$ cat config.mk
export PLATFORM = sky130hd
export DESIGN_NAME = spi_target_regfile
export DESIGN_NICKNAME = d
export VERILOG_FILES = /design/src/rtl/spi_target_regfile.sv
export SDC_FILE = /design/constraint.sdc
export NUM_CORES = 1
export LEC_CHECK = 0
export CORE_ASPECT_RATIO = 1.25
export CORE_MARGIN = 4
export CORE_UTILIZATION = 41
export DETAILED_ROUTE_END_ITERATION = 8
export PLACE_DENSITY_LB_ADDON = 0.12
export SETUP_SLACK_MARGIN = 0.05
export SYNTH_ARGS = -nofsm -noshare
export SYNTH_HDL_FRONTEND = slang
export SYNTH_SLANG_ARGS = --single-unit
$ cat constraint.sdc
create_clock -name CLK -period 4.1 [get_ports CLK]
set_clock_uncertainty 0.2 [all_clocks]
set_input_delay 0.82 -clock CLK [delete_from_list [all_inputs] [get_ports CLK]]
set_output_delay 0.82 -clock CLK [all_outputs]
set_load 0.03 [all_outputs]
$ cat src/rtl/spi_target_regfile.sv
// SPI target with a small register file, all pins oversampled on CLK.
// Frame: {rnw, addr, data} MSB first; rnw=1 reads, rnw=0 writes.
module spi_target_regfile #(
  parameter int ADDR_W = 7,
  parameter int DATA_W = 24,
  parameter int NREGS  = 16
) (
  input  logic              CLK,
  input  logic              RST_N,
  input  logic              spi_sclk,
  input  logic              spi_csb,
  input  logic              spi_sdi,
  output logic              spi_sdo,
  output logic              spi_sdo_oe,
  output logic              wr_strobe,
  output logic [ADDR_W-1:0] wr_addr,
  output logic [DATA_W-1:0] wr_data,
  output logic              frame_err,
  input  logic [ADDR_W-1:0] lcl_addr,
  output logic [DATA_W-1:0] lcl_data
);

  localparam int FRAME_W = 1 + ADDR_W + DATA_W;
  localparam int CMD_W   = 1 + ADDR_W;
  localparam int CNT_W   = $clog2(FRAME_W + 1);
  localparam int IDX_W   = $clog2(NREGS);

  localparam logic [CNT_W-1:0]  CMD_CNT   = CNT_W'(CMD_W);
  localparam logic [CNT_W-1:0]  FRAME_CNT = CNT_W'(FRAME_W);
  localparam logic [ADDR_W-1:0] NREGS_A   = ADDR_W'(NREGS);

  typedef enum logic [1:0] {IDLE, CMD, DATA, OVER} state_t;

  state_t state, state_nxt;

  logic [2:0] csb_p, sclk_p;
  logic [1:0] sdi_p;
  logic [1:0] vld;
  logic       armed;

  logic [FRAME_W-1:0] sr;
  logic [CNT_W-1:0]   bit_cnt;
  logic               over;
  logic               rnw_q;
  logic [ADDR_W-1:0]  addr_q;
  logic [DATA_W-1:0]  tx;
  logic               tx_loaded;
  logic [DATA_W-1:0]  regs [NREGS];

  logic csb_fall, csb_rise, sclk_rise, sclk_fall, sdi;
  logic in_frame, sclk_in_frame, start;
  logic [CNT_W-1:0]   cnt_inc, cnt_eff;
  logic [FRAME_W-1:0] sr_eff;
  logic               over_eff, frame_ok;
  logic [ADDR_W-1:0]  f_addr;
  logic [DATA_W-1:0]  f_data, rd_word;
  logic               commit_wr, commit_err;

  assign csb_fall  = csb_p[2] & ~csb_p[1];
  assign csb_rise  = ~csb_p[2] & csb_p[1];
  assign sclk_rise = ~sclk_p[2] & sclk_p[1];
  assign sclk_fall = sclk_p[2] & ~sclk_p[1];
  assign sdi       = sdi_p[1];

  assign in_frame      = (state != IDLE);
  assign start         = (state == IDLE) & csb_fall & armed;
  assign sclk_in_frame = sclk_rise & ((state == CMD) | (state == DATA));
  assign cnt_inc       = bit_cnt + 1'b1;
  assign cnt_eff       = sclk_in_frame ? cnt_inc : bit_cnt;
  assign sr_eff        = sclk_in_frame ? {sr[FRAME_W-2:0], sdi} : sr;
  assign over_eff      = over | (sclk_rise & (state == OVER));
  assign frame_ok      = (cnt_eff == FRAME_CNT) & ~over_eff;
  assign f_addr        = sr_eff[FRAME_W-2 -: ADDR_W];
  assign f_data        = sr_eff[DATA_W-1:0];

  // A trailing sclk_rise in the csb_rise cycle is already folded into *_eff.
  assign commit_wr  = csb_rise & in_frame & frame_ok
                    & ~sr_eff[FRAME_W-1] & (f_addr < NREGS_A);
  assign commit_err = csb_rise & in_frame & ~frame_ok;

  assign rd_word = (addr_q < NREGS_A) ? regs[addr_q[IDX_W-1:0]] : '0;
  assign spi_sdo = tx[DATA_W-1];

  always_ff @(posedge CLK or negedge RST_N) begin
    if (!RST_N) begin
      csb_p  <= 3'b111;
      sclk_p <= 3'b000;
      sdi_p  <= 2'b00;
      vld    <= 2'b00;
      armed  <= 1'b0;
    end else begin
      csb_p  <= {csb_p[1:0], spi_csb};
      sclk_p <= {sclk_p[1:0], spi_sclk};
      sdi_p  <= {sdi_p[0], spi_sdi};
      vld    <= {vld[0], 1'b1};
      // Only a real high-then-low csb after reset may open a frame.
      armed  <= armed | (vld[1] & csb_p[1]);
    end
  end

  always_ff @(posedge CLK or negedge RST_N) begin
    if (!RST_N) state <= IDLE;
    else        state <= state_nxt;
  end

  always_comb begin
    state_nxt = state;
    unique case (state)
      IDLE: if (start) state_nxt = CMD;
      CMD: begin
        if (csb_rise) state_nxt = IDLE;
        else if (sclk_rise && cnt_inc == CMD_CNT)
          state_nxt = DATA;
      end
      DATA: begin
        if (csb_rise) state_nxt = IDLE;
        else if (sclk_rise && cnt_inc == FRAME_CNT)
          state_nxt = OVER;
      end
      OVER: if (csb_rise) state_nxt = IDLE;
      default: state_nxt = IDLE;
    endcase
  end

  always_ff @(posedge CLK or negedge RST_N) begin
    if (!RST_N) begin
      sr         <= '0;
      bit_cnt    <= '0;
      over       <= 1'b0;
      rnw_q      <= 1'b0;
      addr_q     <= '0;
      tx         <= '0;
      tx_loaded  <= 1'b0;
      spi_sdo_oe <= 1'b0;
      wr_strobe  <= 1'b0;
      wr_addr    <= '0;
      wr_data    <= '0;
      frame_err  <= 1'b0;
      lcl_data   <= '0;
      for (int i = 0; i < NREGS; i++) regs[i] <= '0;
    end else begin
      wr_strobe <= commit_wr;
      frame_err <= commit_err;
      if (commit_wr) begin
        regs[f_addr[IDX_W-1:0]] <= f_data;
        wr_addr <= f_addr;
        wr_data <= f_data;
      end
      lcl_data <= (lcl_addr < NREGS_A)
                ? regs[lcl_addr[IDX_W-1:0]] : '0;
      if (start) begin
        sr        <= '0;
        bit_cnt   <= '0;
        over      <= 1'b0;
        tx_loaded <= 1'b0;
      end
      if (sclk_in_frame) begin
        sr      <= sr_eff;
        bit_cnt <= cnt_inc;
      end
      if (state == CMD && sclk_rise && cnt_inc == CMD_CNT) begin
        rnw_q  <= sr_eff[CMD_W-1];
        addr_q <= sr_eff[ADDR_W-1:0];
      end
      if (state == OVER && sclk_rise) over <= 1'b1;
      if (state == DATA && sclk_fall && rnw_q) begin
        tx_loaded  <= 1'b1;
        spi_sdo_oe <= 1'b1;
        tx         <= tx_loaded ? (tx << 1) : rd_word;
      end
      if (in_frame && csb_rise) begin
        spi_sdo_oe <= 1'b0;
        tx         <= '0;
      end
    end
  end

endmodule

==> results.json <==
{
  "run_status": "finished, final reports clean",
  "synthesis.area_um2": 27400,
  "postCtsSetupBuffers": 0,
  "pre_cts_ws_ns": 0.570,
  "synth_seq_cells": 527,
  "cp_max_delay_cell": "dfrtp_1",
  "pwr_density_cell_nw_per_um2": 368,
  "timing.hold.ws_ns": 0.150,
  "starting_density_pct": 41.6,
  "clock_tree.buffer_depth": 3,
  "synth_edf_count": 0,
  "cp_data_arrival_time_ns": 3.84,
  "post-route-drc-count": 0,
  "track_usage_pct": 20.9,
  "netlist.area_leader.share_pct": 47.8,
  "cts_root_buffer": "clkbuf_16",
  "asyncSetResetFlopFracSynth_pct": 100,
  "grt_start_max_net_pins": 93,
  "filler_cell_count": 5713,
  "critical_path.startpoint_type": "register",
  "period_needed_ns": 3.56,
  "drive_gt1_share_pct": 47.5,
  "route.detailed.vias_per_inst": 5.91,
  "h_tree_level_count": 2,
  "switching_share_pct": 24.8,
  "final.setup.tns_ns": 0,
  "postLayoutCoreUtil_pct": 47.3,
  "timing_worst_slew_pin_value_ns": 1.09,
  "critPathCaptureType": "register",
  "buffer_ports.inserted": 70,
  "hold_viol": 0,
  "clk_transition_reported_paths_ns": 0.06,
  "postSynth.topFlopCell": "dfrtp_1",
  "post_synth.cell_area_avg_um2": 16.0,
  "final_setup_vio_count": 0,
  "yosys.area.top_type": "dfrtp_1",
  "slew-limit-headroom_pct": 27.4,
  "critical_path_class": "register to register",
  "layout_worst_path_cycle_share_pct": 86.9,
  "fmax_mhz": 281,
  "critPathRequiredTime_ns": 4.38,
  "ant_nets": 0,
  "insertion_delay_ns": 0.61,
  "synth_cells": 1715,
  "core-area_um2": 66000,
  "synth_most_common_cell": "dfrtp_1",
  "antennaDiodeCount": 0,
  "globalRouteOverflowTotal": 0,
  "timing_max_transition_violations_final": 0,
  "cpPeakStageDelay_ns": 0.44,
  "holdCritPathClass": "register to register",
  "weighted_congestion_at_the_end_of_routability_driven_global_placement": 0.783,
  "timing.max_cap.violations": 0,
  "die_area_um2": 71100,
  "numClockSinks": 527,
  "worstPathCellList": "inv_1 > ha_1 > and3b_2 > buf_4 > mux2i_1 > nand4_1 > a2111oi_4 > buf_12 > mux2_2",
  "die_width_um": 239,
  "cts_buf_count": 57,
  "via_count_of_the_first_global_routing_pass": 16700,
  "tritoncts": "yes",
  "drt-wirelength-per-cell_um": 27.8,
  "synth.distinct_cells": 59,
  "drt-pass1-iter-count": 5,
  "global_route_wire_length_before_repair_um": 113000,
  "rsz_0062_raised_after_global_routing": "no",
  "total_leakage_power_nw": 13.5,
  "die_h_um": 297,
  "placement_rows": 105,
  "p_switching_mw": 2.84,
  "sequential_element_share_of_the_synthesized_area_pct": 48.1,
  "regArea_um2": 13200,
  "final_net_count": 1774,
  "num_vias": 15700,
  "initial_antenna_violation_count": 2,
  "multiInputGateArea_um2": 13300,
  "power.combinational.fraction_pct": 7.5,
  "timing.critical_path.fanout_max": 36,
  "intPower_mw": 8.64,
  "top_level_ports": 71,
  "detailedRoute.firstIterationViolations": 1142,
  "seqPwrFrac_pct": 45.9,
  "dp_hpwl_um": 44000,
  "yosysWarningCount": 0,
  "share_clk_of_total_power_pct": 46.6,
  "postRouteWirelength_um": 74000,
  "area_growth_pct": 13.7,
  "syn-num-nets": 1733,
  "peakVddDrop_v": 0.000285,
  "synth.area.top_cells": "dfrtp_1 (48%), mux4_2 (20%), mux2_4 (11%)",
  "post_synth_most_frequent_cells": "dfrtp_1 (524), mux4_2 (240), mux2_2 (215), mux2_4 (200), nand2_1 (103)",
  "setup_slack_ns": 0.539
}
## final timing paths
kind,from,to,slack (ns),depth (start not counted)
min reg2reg,sdi_p[0]$_DFF_PN0_,sdi_p[1]$_DFF_PN0_,0.15,0
max reg2reg,state[0]$_DFFE_PN0P_,regs[38]$_DFFE_PN0P_,0.54,9
min in group asynchronous,RST_N,wr_data[8]$_DFFE_PN0P_,0.61,2
max in group asynchronous,RST_N,wr_data[16]$_DFFE_PN0P_,2.09,3
max,state[0]$_DFFE_PN0P_,regs[38]$_DFFE_PN0P_,0.54,9
min,sdi_p[0]$_DFF_PN0_,sdi_p[1]$_DFF_PN0_,0.15,0
## flip-flops by register name (all words and copies together) (netlist names), 6 cells and up
register,flops
addr_q,7
bit_cnt,6
lcl_data,24
regs,384
sr,32
tx,24
wr_addr,7
wr_data,24
## layout by cell type, fill, tap and decap left out, types with 24 or more instances in the layout
| cell | n |
|---|---|
| o21ai_0 | 35 |
| nor2b_1 | 30 |
| a22o_1 | 24 |
| mux2_2 | 215 |
| nand2_1 | 103 |
| dfrtp_1 | 521 |
| mux2_4 | 200 |
| buf_4 | 37 |
| clkbuf_16 | 59 |
| mux4_2 | 240 |
| clkdlybuf4s50_1 | 65 |
| buf_12 | 29 |
| inv_1 | 30 |
## through the flow
step | area [µm²] | cells | power, mW
floorplan | 27400 | 1715 | 5.91
global placement | 29200 | 2552 | 6.23
detailed placement | 29200 | 2552 | 6.24
CTS | 31200 | 2658 | 11.7
global route | 31200 | 2658 | 11.9
finish | 31200 | 2658 | 11.5
## critical path, delay by kind of cell, from the launching register on
| kind | cells | cell delay (ns) |
|---|---|---|
| compound gates | 1 | 0.28 |
| mux | 2 | 0.79 |
| flops | 1 | 0.44 |
| fa+ha+maj | 1 | 0.38 |
| buf+inv | 3 | 0.76 |
| simple gates | 2 | 0.54 |
## repair_timing
| item | CTS | global route |
|---|---|---|
| gates resized for setup | 0 | 0 |
| hold endpoints to repair | 8 | 0 |
| hold buffers | 1 | 0 |
## power groups by stage
| stage | registers (mW) | clock network (mW) | logic [mW] |
|---|---|---|---|
| floorplan | 5.36 | 0 | 0.553 |
| global placement | 5.36 | 0 | 0.865 |
| detailed placement | 5.37 | 0 | 0.876 |
| CTS | 5.27 | 5.51 | 0.878 |
| global route | 5.27 | 5.71 | 0.934 |
| finish | 5.27 | 5.35 | 0.861 |
## layout make-up
| cell class | instances | area share [%] |
|---|---|---|
| well taps | 856 | 3.43 |
| multi-input cells | 1004 | 42.7 |
| repair buffers | 136 | 4.99 |
| clock buffers | 85 | 5.56 |
| flip-flops and latches | 527 | 42.3 |
| clock inverters | 20 | 0.678 |
| inverters | 30 | 0.361 |
## routing by layer
| metal | global-route usage (%) | share of wire, % | vias up |
|---|---|---|---|
| li1 | - | - | 6610 |
| met1 | 30.2 | 44 | 8643 |
| met2 | 34.3 | 49 | 385 |
| met3 | 2.75 | 4.3 | 81 |
| met4 | 4.47 | 1.9 | 0 |
| met5 | 0 | 0 | - |
## logic make-up (layout without fill, tap and decap cells)
logic type,count (synthesis),in the layout,share of synthesized area [%]
DFF,527,527,48.1
muxes,662,662,39.8
xor gates and xnor gates,5,5,0.160
adders and majority gates,6,6,0.274
AOI/OAI and AO/OA,126,126,4.49
other,1,1,0.0137
buffers and inverters,184,271,3.47
and+or+nand+nor,204,204,3.72
No activity file was read; power rests on OpenSTA's default activity.
